## config.mk

```make
export PLATFORM = sky130hd
export DESIGN_NAME = fpnew_result_buffer
export DESIGN_NICKNAME = d
export VERILOG_FILES = /design/src/rtl/fpnew_pkg.sv /design/src/rtl/fpnew_result_buffer.sv
export SDC_FILE = /design/constraint.sdc
export NUM_CORES = 1
export LEC_CHECK = 0
export BUFFER_PORTS_ARGS = -buffer_cell sky130_fd_sc_hd__buf_2
export CAP_MARGIN = 20
export CORE_MARGIN = 2
export CORE_UTILIZATION = 48
export DETAILED_ROUTE_END_ITERATION = 8
export PLACE_DENSITY_LB_ADDON = 0.2
export SLEW_MARGIN = 20
export SYNTH_ARGS = -nofsm -noshare
export SYNTH_HDL_FRONTEND = slang
export SYNTH_SLANG_ARGS = --single-unit
```

## constraint.sdc

```tcl
create_clock -name clk_i -period 2.53 [get_ports clk_i]
set_clock_uncertainty 0.1 [all_clocks]
set_input_delay 0.1265 -clock clk_i [delete_from_list [all_inputs] [get_ports clk_i]]
set_output_delay 0.1265 -clock clk_i [all_outputs]
set_load 0.1 [all_outputs]
```

## src/rtl/fpnew_pkg.sv

```systemverilog
// rtl/fpnew_pkg.sv - shared FPU types used by the result buffer
//
// Holds the subset of the fpnew package that the result buffer depends on:
//   status_t    : IEEE exception flags {NV, DZ, OF, UF, NX}, NX in bit 0
//   classmask_e : one-hot classify result, QNAN is the idle/reset class
package fpnew_pkg;

  typedef struct packed {
    logic NV;  // invalid
    logic DZ;  // divide by zero
    logic OF;  // overflow
    logic UF;  // underflow
    logic NX;  // inexact
  } status_t;

  typedef enum logic [9:0] {
    NEGINF     = 10'b00_0000_0001,
    NEGNORM    = 10'b00_0000_0010,
    NEGSUBNORM = 10'b00_0000_0100,
    NEGZERO    = 10'b00_0000_1000,
    POSZERO    = 10'b00_0001_0000,
    POSSUBNORM = 10'b00_0010_0000,
    POSNORM    = 10'b00_0100_0000,
    POSINF     = 10'b00_1000_0000,
    SNAN       = 10'b01_0000_0000,
    QNAN       = 10'b10_0000_0000
  } classmask_e;

endpackage

```

## src/rtl/fpnew_result_buffer.sv

```systemverilog
// rtl/fpnew_result_buffer.sv - elastic in-order result buffer with sticky exception flags
//
// Purpose: decouples an FPU operation group's output pipeline from the result
// arbiter. Stores up to Depth beats (result/status/class/tag/aux) and collects
// the sticky OR of the status of every beat delivered downstream.
//
// Ports:
//   clk_i, rst_i                 clock, synchronous active-high reset
//   result_i .. aux_i            incoming beat payload
//   in_valid_i / in_ready_o      upstream handshake (in_ready_o independent of out_ready_i)
//   flush_i                      drop all stored beats and the incoming beat
//   result_o .. aux_o            head-of-buffer payload
//   out_valid_o / out_ready_i    downstream handshake
//   fflags_o / fflags_clr_i      sticky exception flags and their clear
//   count_o, busy_o              occupancy and non-empty indication
//
// Optional feature: FPNEW_RESULT_BUFFER_BYPASS_EN lets a beat arriving at an
// empty buffer appear on the outputs in the same cycle.
module fpnew_result_buffer #(
  parameter int unsigned Width   = 32,
  parameter int unsigned Depth   = 2,
  parameter type         TagType = logic,
  parameter type         AuxType = logic,
  localparam int unsigned CntW   = $clog2(Depth + 1),
  localparam int unsigned PtrW   = (Depth > 1) ? $clog2(Depth) : 1
) (
  input  logic                   clk_i,
  input  logic                   rst_i,
  input  logic [Width-1:0]       result_i,
  input  fpnew_pkg::status_t     status_i,
  input  logic                   extension_bit_i,
  input  fpnew_pkg::classmask_e  class_mask_i,
  input  logic                   is_class_i,
  input  TagType                 tag_i,
  input  AuxType                 aux_i,
  input  logic                   in_valid_i,
  output logic                   in_ready_o,
  input  logic                   flush_i,
  output logic [Width-1:0]       result_o,
  output fpnew_pkg::status_t     status_o,
  output logic                   extension_bit_o,
  output fpnew_pkg::classmask_e  class_mask_o,
  output logic                   is_class_o,
  output TagType                 tag_o,
  output AuxType                 aux_o,
  output logic                   out_valid_o,
  input  logic                   out_ready_i,
  output fpnew_pkg::status_t     fflags_o,
  input  logic                   fflags_clr_i,
  output logic [CntW-1:0]        count_o,
  output logic                   busy_o
);
  import fpnew_pkg::*;

  typedef struct packed {
    logic [Width-1:0] result;
    status_t          status;
    logic             extension_bit;
    classmask_e       class_mask;
    logic             is_class;
    TagType           tag;
    AuxType           aux;
  } entry_t;

  entry_t          mem_q [Depth];
  logic [PtrW-1:0] wptr_q, wptr_d, rptr_q, rptr_d;
  logic [CntW-1:0] count_q, count_d;
  status_t         fflags_q, fflags_d;

  entry_t in_entry, head, reset_entry;
  logic   empty, full, fire, push, pop;

  always_comb begin
    in_entry               = '0;
    in_entry.result        = result_i;
    in_entry.status        = status_i;
    in_entry.extension_bit = extension_bit_i;
    in_entry.class_mask    = class_mask_i;
    in_entry.is_class      = is_class_i;
    in_entry.tag           = tag_i;
    in_entry.aux           = aux_i;
    reset_entry            = '0;
    reset_entry.class_mask = QNAN;
  end

  assign empty      = (count_q == '0);
  assign full       = (count_q == CntW'(Depth));
  assign in_ready_o = ~full | flush_i;

`ifdef FPNEW_RESULT_BUFFER_BYPASS_EN
  // Empty buffer: the input beat is shown directly. When it is accepted
  // downstream in the same cycle it is consumed without being stored.
  assign out_valid_o = (~empty | in_valid_i) & ~flush_i;
  assign head        = empty ? in_entry : mem_q[rptr_q];
  assign fire        = out_valid_o & out_ready_i;
  assign pop         = fire & ~empty;
  assign push        = in_valid_i & in_ready_o & ~flush_i & ~(fire & empty);
`else
  assign out_valid_o = ~empty & ~flush_i;
  assign head        = mem_q[rptr_q];
  assign fire        = out_valid_o & out_ready_i;
  assign pop         = fire;
  assign push        = in_valid_i & in_ready_o & ~flush_i;
`endif

  always_comb begin
    wptr_d  = wptr_q;
    rptr_d  = rptr_q;
    count_d = count_q;
    if (flush_i) begin
      wptr_d  = '0;
      rptr_d  = '0;
      count_d = '0;
    end else begin
      if (push) wptr_d = (wptr_q == PtrW'(Depth - 1)) ? '0 : wptr_q + 1'b1;
      if (pop)  rptr_d = (rptr_q == PtrW'(Depth - 1)) ? '0 : rptr_q + 1'b1;
      case ({push, pop})
        2'b10:   count_d = count_q + 1'b1;
        2'b01:   count_d = count_q - 1'b1;
        default: count_d = count_q;
      endcase
    end
    // A clear in the same cycle as a delivery keeps the delivered flags.
    fflags_d = status_t'((fflags_clr_i ? 5'b0 : fflags_q) | (fire ? head.status : 5'b0));
  end

  always_ff @(posedge clk_i) begin
    if (rst_i) begin
      wptr_q   <= '0;
      rptr_q   <= '0;
      count_q  <= '0;
      fflags_q <= '0;
    end else begin
      wptr_q   <= wptr_d;
      rptr_q   <= rptr_d;
      count_q  <= count_d;
      fflags_q <= fflags_d;
    end
  end

  // Payload storage only loads on push so it can be clock-gated.
  always_ff @(posedge clk_i) begin
    if (rst_i) begin
      for (int i = 0; i < Depth; i++) mem_q[i] <= reset_entry;
    end else if (push) begin
      mem_q[wptr_q] <= in_entry;
    end
  end

  assign result_o        = head.result;
  assign status_o        = head.status;
  assign extension_bit_o = head.extension_bit;
  assign class_mask_o    = head.class_mask;
  assign is_class_o      = head.is_class;
  assign tag_o           = head.tag;
  assign aux_o           = head.aux;
  assign fflags_o        = fflags_q;
  assign count_o         = count_q;
  assign busy_o          = ~empty;

endmodule

```

==> flow_summary.ini, run 1 <==
[setup_path]
startpoint_of_the_worst_slack_reg_to_reg_timing_path = count_o[1]
reg2reg_depth = 6
worst-endpoint-required_ns = 2.30
slowest_stage = sky130_fd_sc_hd__mux2_2
rrSetupSlack_ns = 0.56
critical_path.reg2reg.endpoint = count_o[1]
crit_end = status_o[2]
critical_path.cell_chain = buf_4 > mux2_2 > buf_2
slowest_delay_ns = 0.42
worst-path-max-fanout = 34
critPathLaunchType = flip-flop
worst-endpoint-arrival_ns = 1.84
timing.critical_path.to_type = output port
crit_path_class = reg -> out

[sta]
finalSetupTns_ns = 0
drv_slew = 0
worst_slew_margin_rel_pct = 66.0
final.min_clock_period_ns = 2.06
finalSetupViolations = 0
grt_setup_unrepaired = no
portion_of_the_clock_cycle_consumed_by_the_worst_path_in_the_final_layout_pct = 81.5
hold_viol_final = 0
max_fclk_mhz = 485
worst_pin_slew_ns = 0.513

[finish]
layout.cell_area.non_filler_um2 = 6320
combined_area_of_the_multi_input_logic_cells_um2 = 1460
antenna_cells_inserted = 0
fin_nets = 553
seq_cell_area_um2 = 3270
number_of_filler_instances_in_the_final_layout = 752
flow.area_growth_from_synthesis_pct = 30.4
layout-drive-gt1-share_pct = 39.6
finalCoreUtilization_pct = 64.6

[synth]
synth-edff-count = 102
yosys-top-cells-count = 102 x sky130_fd_sc_hd__edfxtp_1, 100 x sky130_fd_sc_hd__and2_1, 51 x sky130_fd_sc_hd__mux2_2, 10 x sky130_fd_sc_hd__clkbuf_2, 10 x sky130_fd_sc_hd__dfxtp_1
syn-cell-area_um2 = 4840
mappedNetlistNets = 382
synthDominantAreaCellType = sky130_fd_sc_hd__edfxtp_1
async_flop_share_pct = 0
synth-simple-area-share_pct = 15.7
synth.yosys.warnings = 0
synth_fa_ha_area_share_pct = 0.258
synth_most_common_cell = sky130_fd_sc_hd__edfxtp_1
dominant_combinational_cell_family_by_area_after_synthesis = simple AND/OR/NAND/NOR gates
synth_xor_xnor_area_share_pct = 0.362
fraction_of_the_mapped_netlist_area_in_compound_gates_pct = 2.04
netlist_instances = 324
proportion_of_synthesized_chip_area_in_sequential_cells_pct = 67.4
synth_cell_types = 27
ys.flop_type = sky130_fd_sc_hd__edfxtp_1
netlist_top_cells_area = sky130_fd_sc_hd__edfxtp_1 63%, sky130_fd_sc_hd__and2_1 13%, sky130_fd_sc_hd__mux2_2 12%, sky130_fd_sc_hd__dfxtp_1 4.1%, sky130_fd_sc_hd__clkbuf_2 1.0%
synth_seq_cells = 112
synth_top_cell_area_share_pct = 63.3
synthesis.area_per_instance_um2 = 14.9
muxShareOfSynthArea_pct = 11.9

[cts]
clock_sinks = 112
tritoncts = yes
cts-resized-gates = 0
worstSkewPairLatency_ns = 0.35
cts_buffer_depth = 2
cts-root-buf = sky130_fd_sc_hd__clkbuf_8
clk_pin_slew_ns = 0.10
cts_buffers = 9
h-tree-depth = 3

[floorplanning]
start_util_pct = 49.5
num_rows = 36
num_io_pins = 118
coreArea_um2 = 9770
fp.dieArea_um2 = 10900
die-width_um = 104
dieHeight_um = 104

[placed_design]
gpl.final_weighted_congestion = 0.717
placement.io_buffers = 117
dp_hpwl_um = 5640
placedInstanceArea_um2 = 5590

[detailed_routing]
wirelength_um = 9380
first_pass_iters = 4
detail_route.drc_violations = 0
wire_per_inst_um = 14.8
viasPerCell = 4.81
final_antenna_net_count = 0
drt_iter0_drc = 129
route.vias.total = 3045

[run_status]
run_status = completed

[global_route]
grt_max_degree = 52
global_route.overflow_total = 0
antenna_violations_before_repair = 0
grt_pass1_wl_um = 15000
grt_util_all_layers_pct = 17.5
grt_pass1_vias = 3099

[power]
powerDensity_nw_per_um2 = 621
vdd_ir_drop_max_v = 0.000321
pleak_uw = 0.00264

[job]
cap_violations = 0

[hold_path]
min_path_type = in -> reg
[where the power goes]
| group | internal, uW | total (uW) | switching [uW] |
|---|---|---|---|
| Sequential | 2110 | 2130 | 21.4 |
| Combinational | 194 | 756 | 562 |
| Clock | 459 | 1030 | 576 |
[registers in the layout, indices dropped and copies added, names as in the netlist, named ones only]
name and cells:
wptr_q 1, count_o 2, fflags_o 5, mem_q 102, rptr_q 1
[worst max-delay path, delay by kind of cell, from the launching register on]
family   cells  cell delay, ns
buf+inv      2            0.71
mux          1            0.42
flops        1            0.34
[cell usage in the layout (no fill, tap or decap), types with 6 or more instances in the layout]
cell type / Yosys / routed
sky130_fd_sc_hd__buf_2: 6 / 117
sky130_fd_sc_hd__mux2_2: 51 / 51
sky130_fd_sc_hd__clkbuf_8: 0 / 9
sky130_fd_sc_hd__nor2_1: 8 / 8
sky130_fd_sc_hd__dfxtp_1: 10 / 7
sky130_fd_sc_hd__dlygate4sd3_1: 0 / 53
sky130_fd_sc_hd__and2_1: 100 / 100
sky130_fd_sc_hd__buf_4: 0 / 6
sky130_fd_sc_hd__edfxtp_1: 102 / 102
sky130_fd_sc_hd__inv_1: 6 / 6
[cell type report]
type	count	share of cell area [%]
clock buffers	9	1.96
clock inverters	7	1.13
inverters	6	0.357
multi-input cells	188	23.2
flip-flops and latches	112	51.7
well taps	133	2.63
repair buffers	178	19.0
[repair_timing]
action / CTS / global route
hold buffers: 53 / 0
hold endpoints to repair: 108 / 0
setup buffers: 0 / 0
[logic make-up after synthesis]
kind of cell	after synthesis
compound gates	14
xor+xnor	2
fa+ha+maj	1
buf+inv	24
flops	112
mux	51
simple gates	120
[metrics by stage]
stage               std cells  hold slack (ns)  setup slack, ns  total power (uW)
CTS                       633          0.00397            0.433              3960
finish                    633           0.0368            0.467              3920
global route              633           0.0293            0.378              4060
detailed placement        564            0.296            0.579              2870
floorplan                 324            0.195           0.0573              2720
global placement          564            0.291            0.590              2860
[per-layer routing]
layer | up-vias | part of all wire, % | track usage, %
met5 | - | 0 | 0
met3 | 7 | 4.2 | 3.32
met1 | 1477 | 43 | 21.4
met4 | 0 | 0.93 | 5.50
li1 | 1485 | - | -
met2 | 76 | 52 | 31.2
[worst min path at each step]
stage,startpoint,end,slack [ns],cells past startpoint
2_1_floorplan,out_ready_i,fflags_o[0],0.19,2
3_3_place_gp,class_mask_i[9],mem_q[0][12],0.29,2
3_5_place_dp,class_mask_i[9],mem_q[0][12],0.30,2
6_report,out_ready_i,fflags_o[3],0.04,3
5_1_grt,out_ready_i,fflags_o[1],0.03,3
4_1_cts,out_ready_i,fflags_o[1],0.004,3
No activity file was read; power rests on OpenSTA's default activity.
==> run 2, diff against run 1 <==
Settings changed: CORE_UTILIZATION 48 to 53.
Clock period 2.53 ns to 2 ns, I/O delays scaled along.
==> run 2 against run 1 <==
- clock-buffer cell count grew 1
- critical endpoint is now fflags_o[4]
- non-clock buffer count rose by 1
- highest routed layer unchanged
- sequential cell count did not move
- final cell count down 3.8%
- largest cell class unchanged
- die area decreased by 9.1%
- largest power group unchanged
- power is 30% higher
==> flow_summary.ini, run 2 (synthesis gave the netlist of run 1 again) <==
[setup_path]
rrSetupSlack_ns = 0.10
critPathLaunchType = flip-flop
critical_path.reg2reg.endpoint = fflags_o[4]
worst-path-max-fanout = 10
timing.critical_path.to_type = flip-flop
worst-endpoint-required_ns = 2.15
worst-endpoint-arrival_ns = 2.05
crit_path_class = reg -> reg
reg2reg_depth = 5

[power]
powerDensity_nw_per_um2 = 803
power_uw = 5110
pleak_uw = 0.00266
vdd_ir_drop_max_v = 0.000482

[cts]
clock_sinks = 112
tritoncts = yes
clk_pin_slew_ns = 0.10
worstSkewPairLatency_ns = 0.35
cts_buffer_depth = 2
cts_buffers = 9
cts-root-buf = sky130_fd_sc_hd__clkbuf_8
h-tree-depth = 3

[global_route]
grt_util_all_layers_pct = 19.0
grt_max_degree = 52
grt_pass1_wl_um = 14400
grt_pass1_vias = 3025
global_route.overflow_total = 0
antenna_violations_before_repair = 0

[placed_design]
placement.io_buffers = 117
gpl.final_weighted_congestion = 0.697
pre_cts_ws_ns = 0.0300
dp_hpwl_um = 5760
placedInstanceArea_um2 = 5580

[detailed_routing]
route.met2.wl_um = 5090
first_pass_iters = 4
final_antenna_net_count = 0
drt_iter0_drc = 112
dr_wl_met3_um = 383
viasPerCell = 4.97
drt-met1-wl_um = 3790
wirelength_um = 9380
wire_per_inst_um = 15.4
detail_route.drc_violations = 0
route.vias.total = 3025
top_signal_layer_used = met4

[sta]
grt_setup_unrepaired = no
drv_slew = 0
final.min_clock_period_ns = 1.90
finalWorstSetupSlack_ns = 0.101
finalSetupTns_ns = 0
hold_viol_final = 0
worst_pin_slew_ns = 0.677
portion_of_the_clock_cycle_consumed_by_the_worst_path_in_the_final_layout_pct = 95.0
worst_slew_margin_rel_pct = 54.8
max_fclk_mhz = 527
finalSetupViolations = 0

[floorplanning]
fp.dieArea_um2 = 9920
die-width_um = 99.6
dieHeight_um = 99.6
num_rows = 34
start_util_pct = 55.0
coreArea_um2 = 8810
num_io_pins = 118

[finish]
antenna_cells_inserted = 0
fin_nets = 554
layout.cell_area.non_filler_um2 = 6360
combined_area_of_the_multi_input_logic_cells_um2 = 1490
layout-drive-gt1-share_pct = 39.9
number_of_filler_instances_in_the_final_layout = 593
seq_cell_area_um2 = 3270
max_flop_register = mem_q
highest_count_cells_in_the_layout_ignoring_fill_and_taps = 117 x sky130_fd_sc_hd__buf_2, 102 x sky130_fd_sc_hd__edfxtp_1, 100 x sky130_fd_sc_hd__and2_1
flow.area_growth_from_synthesis_pct = 31.3
layout.cells.most_common = sky130_fd_sc_hd__buf_2
largest_register_ffs = 102

[hold_path]
hold_path.startpoint = fflags_clr_i
worstHoldPathCells = 4
min_path_type = in -> reg
whs_endpoint = fflags_o[3]

[job]
cap_violations = 0

[run_status]
run_status = completed
## run 2: repair_timing
action,CTS,global route
hold endpoints to repair,108,0
setup endpoints to repair,0,104
hold buffers,55,0
gates resized for setup,0,2
buffers inserted,0,0
## run 2: layout make-up
class                   count  share of cell area [%]
clock inverters             6                    1.48
well taps                 108                    2.13
multi-input cells         188                    23.4
repair buffers            179                    19.1
flip-flops and latches    112                    51.5
clock buffers              10                    2.01
inverters                   6                   0.354
## run 2: where the power goes
part	switching [uW]	leakage [uW]	internal (uW)
sequential	29.1	0.00115	2670
combinational	711	0.00140	242
clock	742	0.000107	713
total	1480	0.00266	3620
## run 2: per-stage QoR
step	hold WS [ns]	util, %	cells
after floorplan	0.168	-	324
after global placement	0.285	63.3	538
after detailed placement	0.291	63.3	538
after CTS	0.0135	72.1	609
after global routing	0.0503	72.2	609
final	0.0380	72.2	609
## run 2: worst max path at each step
stage          slack, ns  startpoint      endpoint
2_1_floorplan       0.03  count_o[0]    count_o[1]
3_3_place_gp        0.08  count_o[1]  mem_q[1][43]
3_5_place_dp        0.03  count_o[1]  mem_q[1][48]
4_1_cts             0.01  count_o[1]  mem_q[1][19]
5_1_grt             0.03   flip-flop   fflags_o[4]
6_report            0.10   flip-flop   fflags_o[4]
## run 2: per-layer routing
layer / vias to the layer above / track usage, %
li1: 1488 / -
met5: - / 0
met3: 11 / 3.16
met1: 1448 / 22.4
met2: 78 / 34.8
met4: 0 / 6.64
## run 2: worst max-delay path, stage by stage, from the launching register on
cell and delay [ns]:
sky130_fd_sc_hd__dfxtp_2 0.37, sky130_fd_sc_hd__buf_6 0.16, sky130_fd_sc_hd__mux2_2 0.36, sky130_fd_sc_hd__a32oi_1 0.19
sky130_fd_sc_hd__nor2_1 0.05, sky130_fd_sc_hd__dlygate4sd3_1 0.56
==> run 3, diff against run 2 <==
Settings changed: CORE_UTILIZATION 53 to 55, HOLD_SLACK_MARGIN from default to 0.05.
Clock period 2 ns to 2.3 ns, I/O delays scaled along.
==> run 3 against run 2 <==
- global-route usage up 2.0 points
- final area down 0.85%
- sequential share of layout area up 0.36 points
- critical path type unchanged
==> flow_summary.ini, run 3 (synthesis gave the netlist of run 1 again) <==
[finish]
seq_cell_area_um2 = 3270
antenna_cells_inserted = 0
layout.cells.most_common = sky130_fd_sc_hd__buf_2
fin_nets = 558
max_flop_register = mem_q
highest_count_cells_in_the_layout_ignoring_fill_and_taps = 117 x sky130_fd_sc_hd__buf_2, 102 x sky130_fd_sc_hd__edfxtp_1, 100 x sky130_fd_sc_hd__and2_1
number_of_filler_instances_in_the_final_layout = 606
flow.area_growth_from_synthesis_pct = 30.2
combined_area_of_the_multi_input_logic_cells_um2 = 1460
layout-drive-gt1-share_pct = 39.8
largest_register_ffs = 102

[floorplanning]
dieHeight_um = 97.8
die-width_um = 97.8
num_rows = 34
num_io_pins = 118
coreArea_um2 = 8640
start_util_pct = 56.1
fp.dieArea_um2 = 9570

[detailed_routing]
final_antenna_net_count = 0
wirelength_um = 9720
detail_route.drc_violations = 0
viasPerCell = 5.05
drt_iter0_drc = 124
first_pass_iters = 4
wire_per_inst_um = 15.8
route.vias.total = 3097

[placed_design]
placement.io_buffers = 117
gpl.final_weighted_congestion = 0.749
dp_hpwl_um = 5850
pre_cts_ws_ns = 0.311

[power]
power.share.combinational_pct = 19.1
p_int_uw = 3040
sequentialPowerShare_pct = 54.0
power.net_switching_uw = 1300
pleak_uw = 0.00265
clkPwrFrac_pct = 26.8
sw_frac_of_total_pct = 29.9
powerDensity_nw_per_um2 = 689
vdd_ir_drop_max_v = 0.000407

[sta]
drv_slew = 0
max_fclk_mhz = 482
finalWorstSetupSlack_ns = 0.225
hold_viol_final = 0
finalSetupViolations = 0
portion_of_the_clock_cycle_consumed_by_the_worst_path_in_the_final_layout_pct = 90.2
final.min_clock_period_ns = 2.08
fin_hold_ws_ns = 0.0650
worst_slew_margin_rel_pct = 66.3
grt_setup_unrepaired = no
worst_pin_slew_ns = 0.504

[global_route]
grt_max_degree = 38
antenna_violations_before_repair = 0
grt_pass1_vias = 3311
global_route.overflow_total = 0
grt_pass1_wl_um = 15800
grt_util_all_layers_pct = 20.9

[setup_path]
slowest_stage = sky130_fd_sc_hd__dlygate4sd3_1
rrSetupSlack_ns = 0.22
critical_path_buf_inv_count = 2
critical_path.cell_chain = buf_4 > mux2_2 > a32oi_1 > nor2_1 > dlygate4sd3_1
critPathLaunchType = flip-flop
crit_path_class = reg -> reg
worst-path-max-fanout = 23
critical_path.reg2reg.endpoint = fflags_o[1]
reg2reg_depth = 5
worst-endpoint-arrival_ns = 2.23
worst-endpoint-required_ns = 2.45
cpLargestDelayFamily = buffers and inverters
slowest_delay_ns = 0.56
timing.critical_path.to_type = flip-flop

[cts]
cts_buffer_depth = 2
clk_pin_slew_ns = 0.10
tritoncts = yes
cts_buffers = 9
worstSkewPairLatency_ns = 0.36
cts-root-buf = sky130_fd_sc_hd__clkbuf_8
clock_sinks = 112
h-tree-depth = 3

[hold_path]
hold_path.startpoint = fflags_clr_i
whs_endpoint = fflags_o[2]
min_path_type = in -> reg
worstHoldPathCells = 4

[job]
cap_violations = 0

[run_status]
run_status = completed
==> run 3: cell count changes in the layout (fill, tap and decap cells not counted), moves of 2 or more <==
cell,previous run,this run
sky130_fd_sc_hd__dfxtp_4,2,0
sky130_fd_sc_hd__buf_4,4,10
sky130_fd_sc_hd__inv_6,0,2
sky130_fd_sc_hd__a21o_2,0,2
sky130_fd_sc_hd__dfxtp_2,1,3
sky130_fd_sc_hd__clkinv_4,3,0
sky130_fd_sc_hd__a21o_4,2,0
sky130_fd_sc_hd__buf_12,2,0
==> run 3: worst max-delay path by stage <==
stage,start,end,slack [ns],depth (start not counted)
floorplan,count_o[0],mem_q[0][0],-0.17,3
global placement,count_o[1],count_o[1],0.38,6
detailed placement,count_o[1],count_o[1],0.31,6
CTS,flip-flop,fflags_o[1],0.25,5
global route,count_o[1],count_o[1],0.1,6
finish,flip-flop,fflags_o[1],0.22,5
==> run 3: cell type report <==
| type | instances | area share (%) |
|---|---|---|
| clock inverters | 6 | 1.07 |
| well taps | 108 | 2.14 |
| clock buffers | 10 | 2.02 |
| inverters | 6 | 0.357 |
| multi-input cells | 188 | 23.2 |
| repair buffers | 183 | 19.4 |
| flip-flops and latches | 112 | 51.8 |
==> run 3: worst min-delay path, cell delays in order <==
cell	delay (ns)
sky130_fd_sc_hd__buf_2	0.07
sky130_fd_sc_hd__inv_1	0.08
sky130_fd_sc_hd__a32oi_1	0.16
sky130_fd_sc_hd__nor2_1	0.06
==> run 3: through the flow <==
step	power, uW	setup TNS, ns	util [%]	instances	instance area, um2
5_1_grt	4480	0	73.0	613	6300
3_5_place_dp	3150	0	64.3	541	5550
2_1_floorplan	3000	-17.62	-	324	4850
4_1_cts	4360	0	73.0	613	6300
3_3_place_gp	3140	0	64.3	541	5550
6_report	4340	0	73.0	613	6300
==> run 3: metal layers <==
metal | vias to the layer above | routed length [um] | global-route usage, %
met5 | - | 0 | 0
met4 | 0 | 115 | 6.94
met3 | 10 | 413 | 3.87
met2 | 71 | 5150 | 37.9
met1 | 1518 | 4030 | 25.2
li1 | 1498 | - | -
==> run 3: timing repair <==
action / in CTS / in global routing
hold endpoints to repair: 108 / 0
gates resized for setup: 0 / 0
buffers inserted: 0 / 0
hold buffers: 56 / 0
==> run 3: power groups by stage <==
stage / sequential [uW] / combinational [uW] / clock (uW)
2_1_floorplan: 2400 / 601 / 0
3_3_place_gp: 2390 / 755 / 0
3_5_place_dp: 2390 / 759 / 0
4_1_cts: 2350 / 832 / 1180
5_1_grt: 2360 / 867 / 1260
6_report: 2350 / 831 / 1170
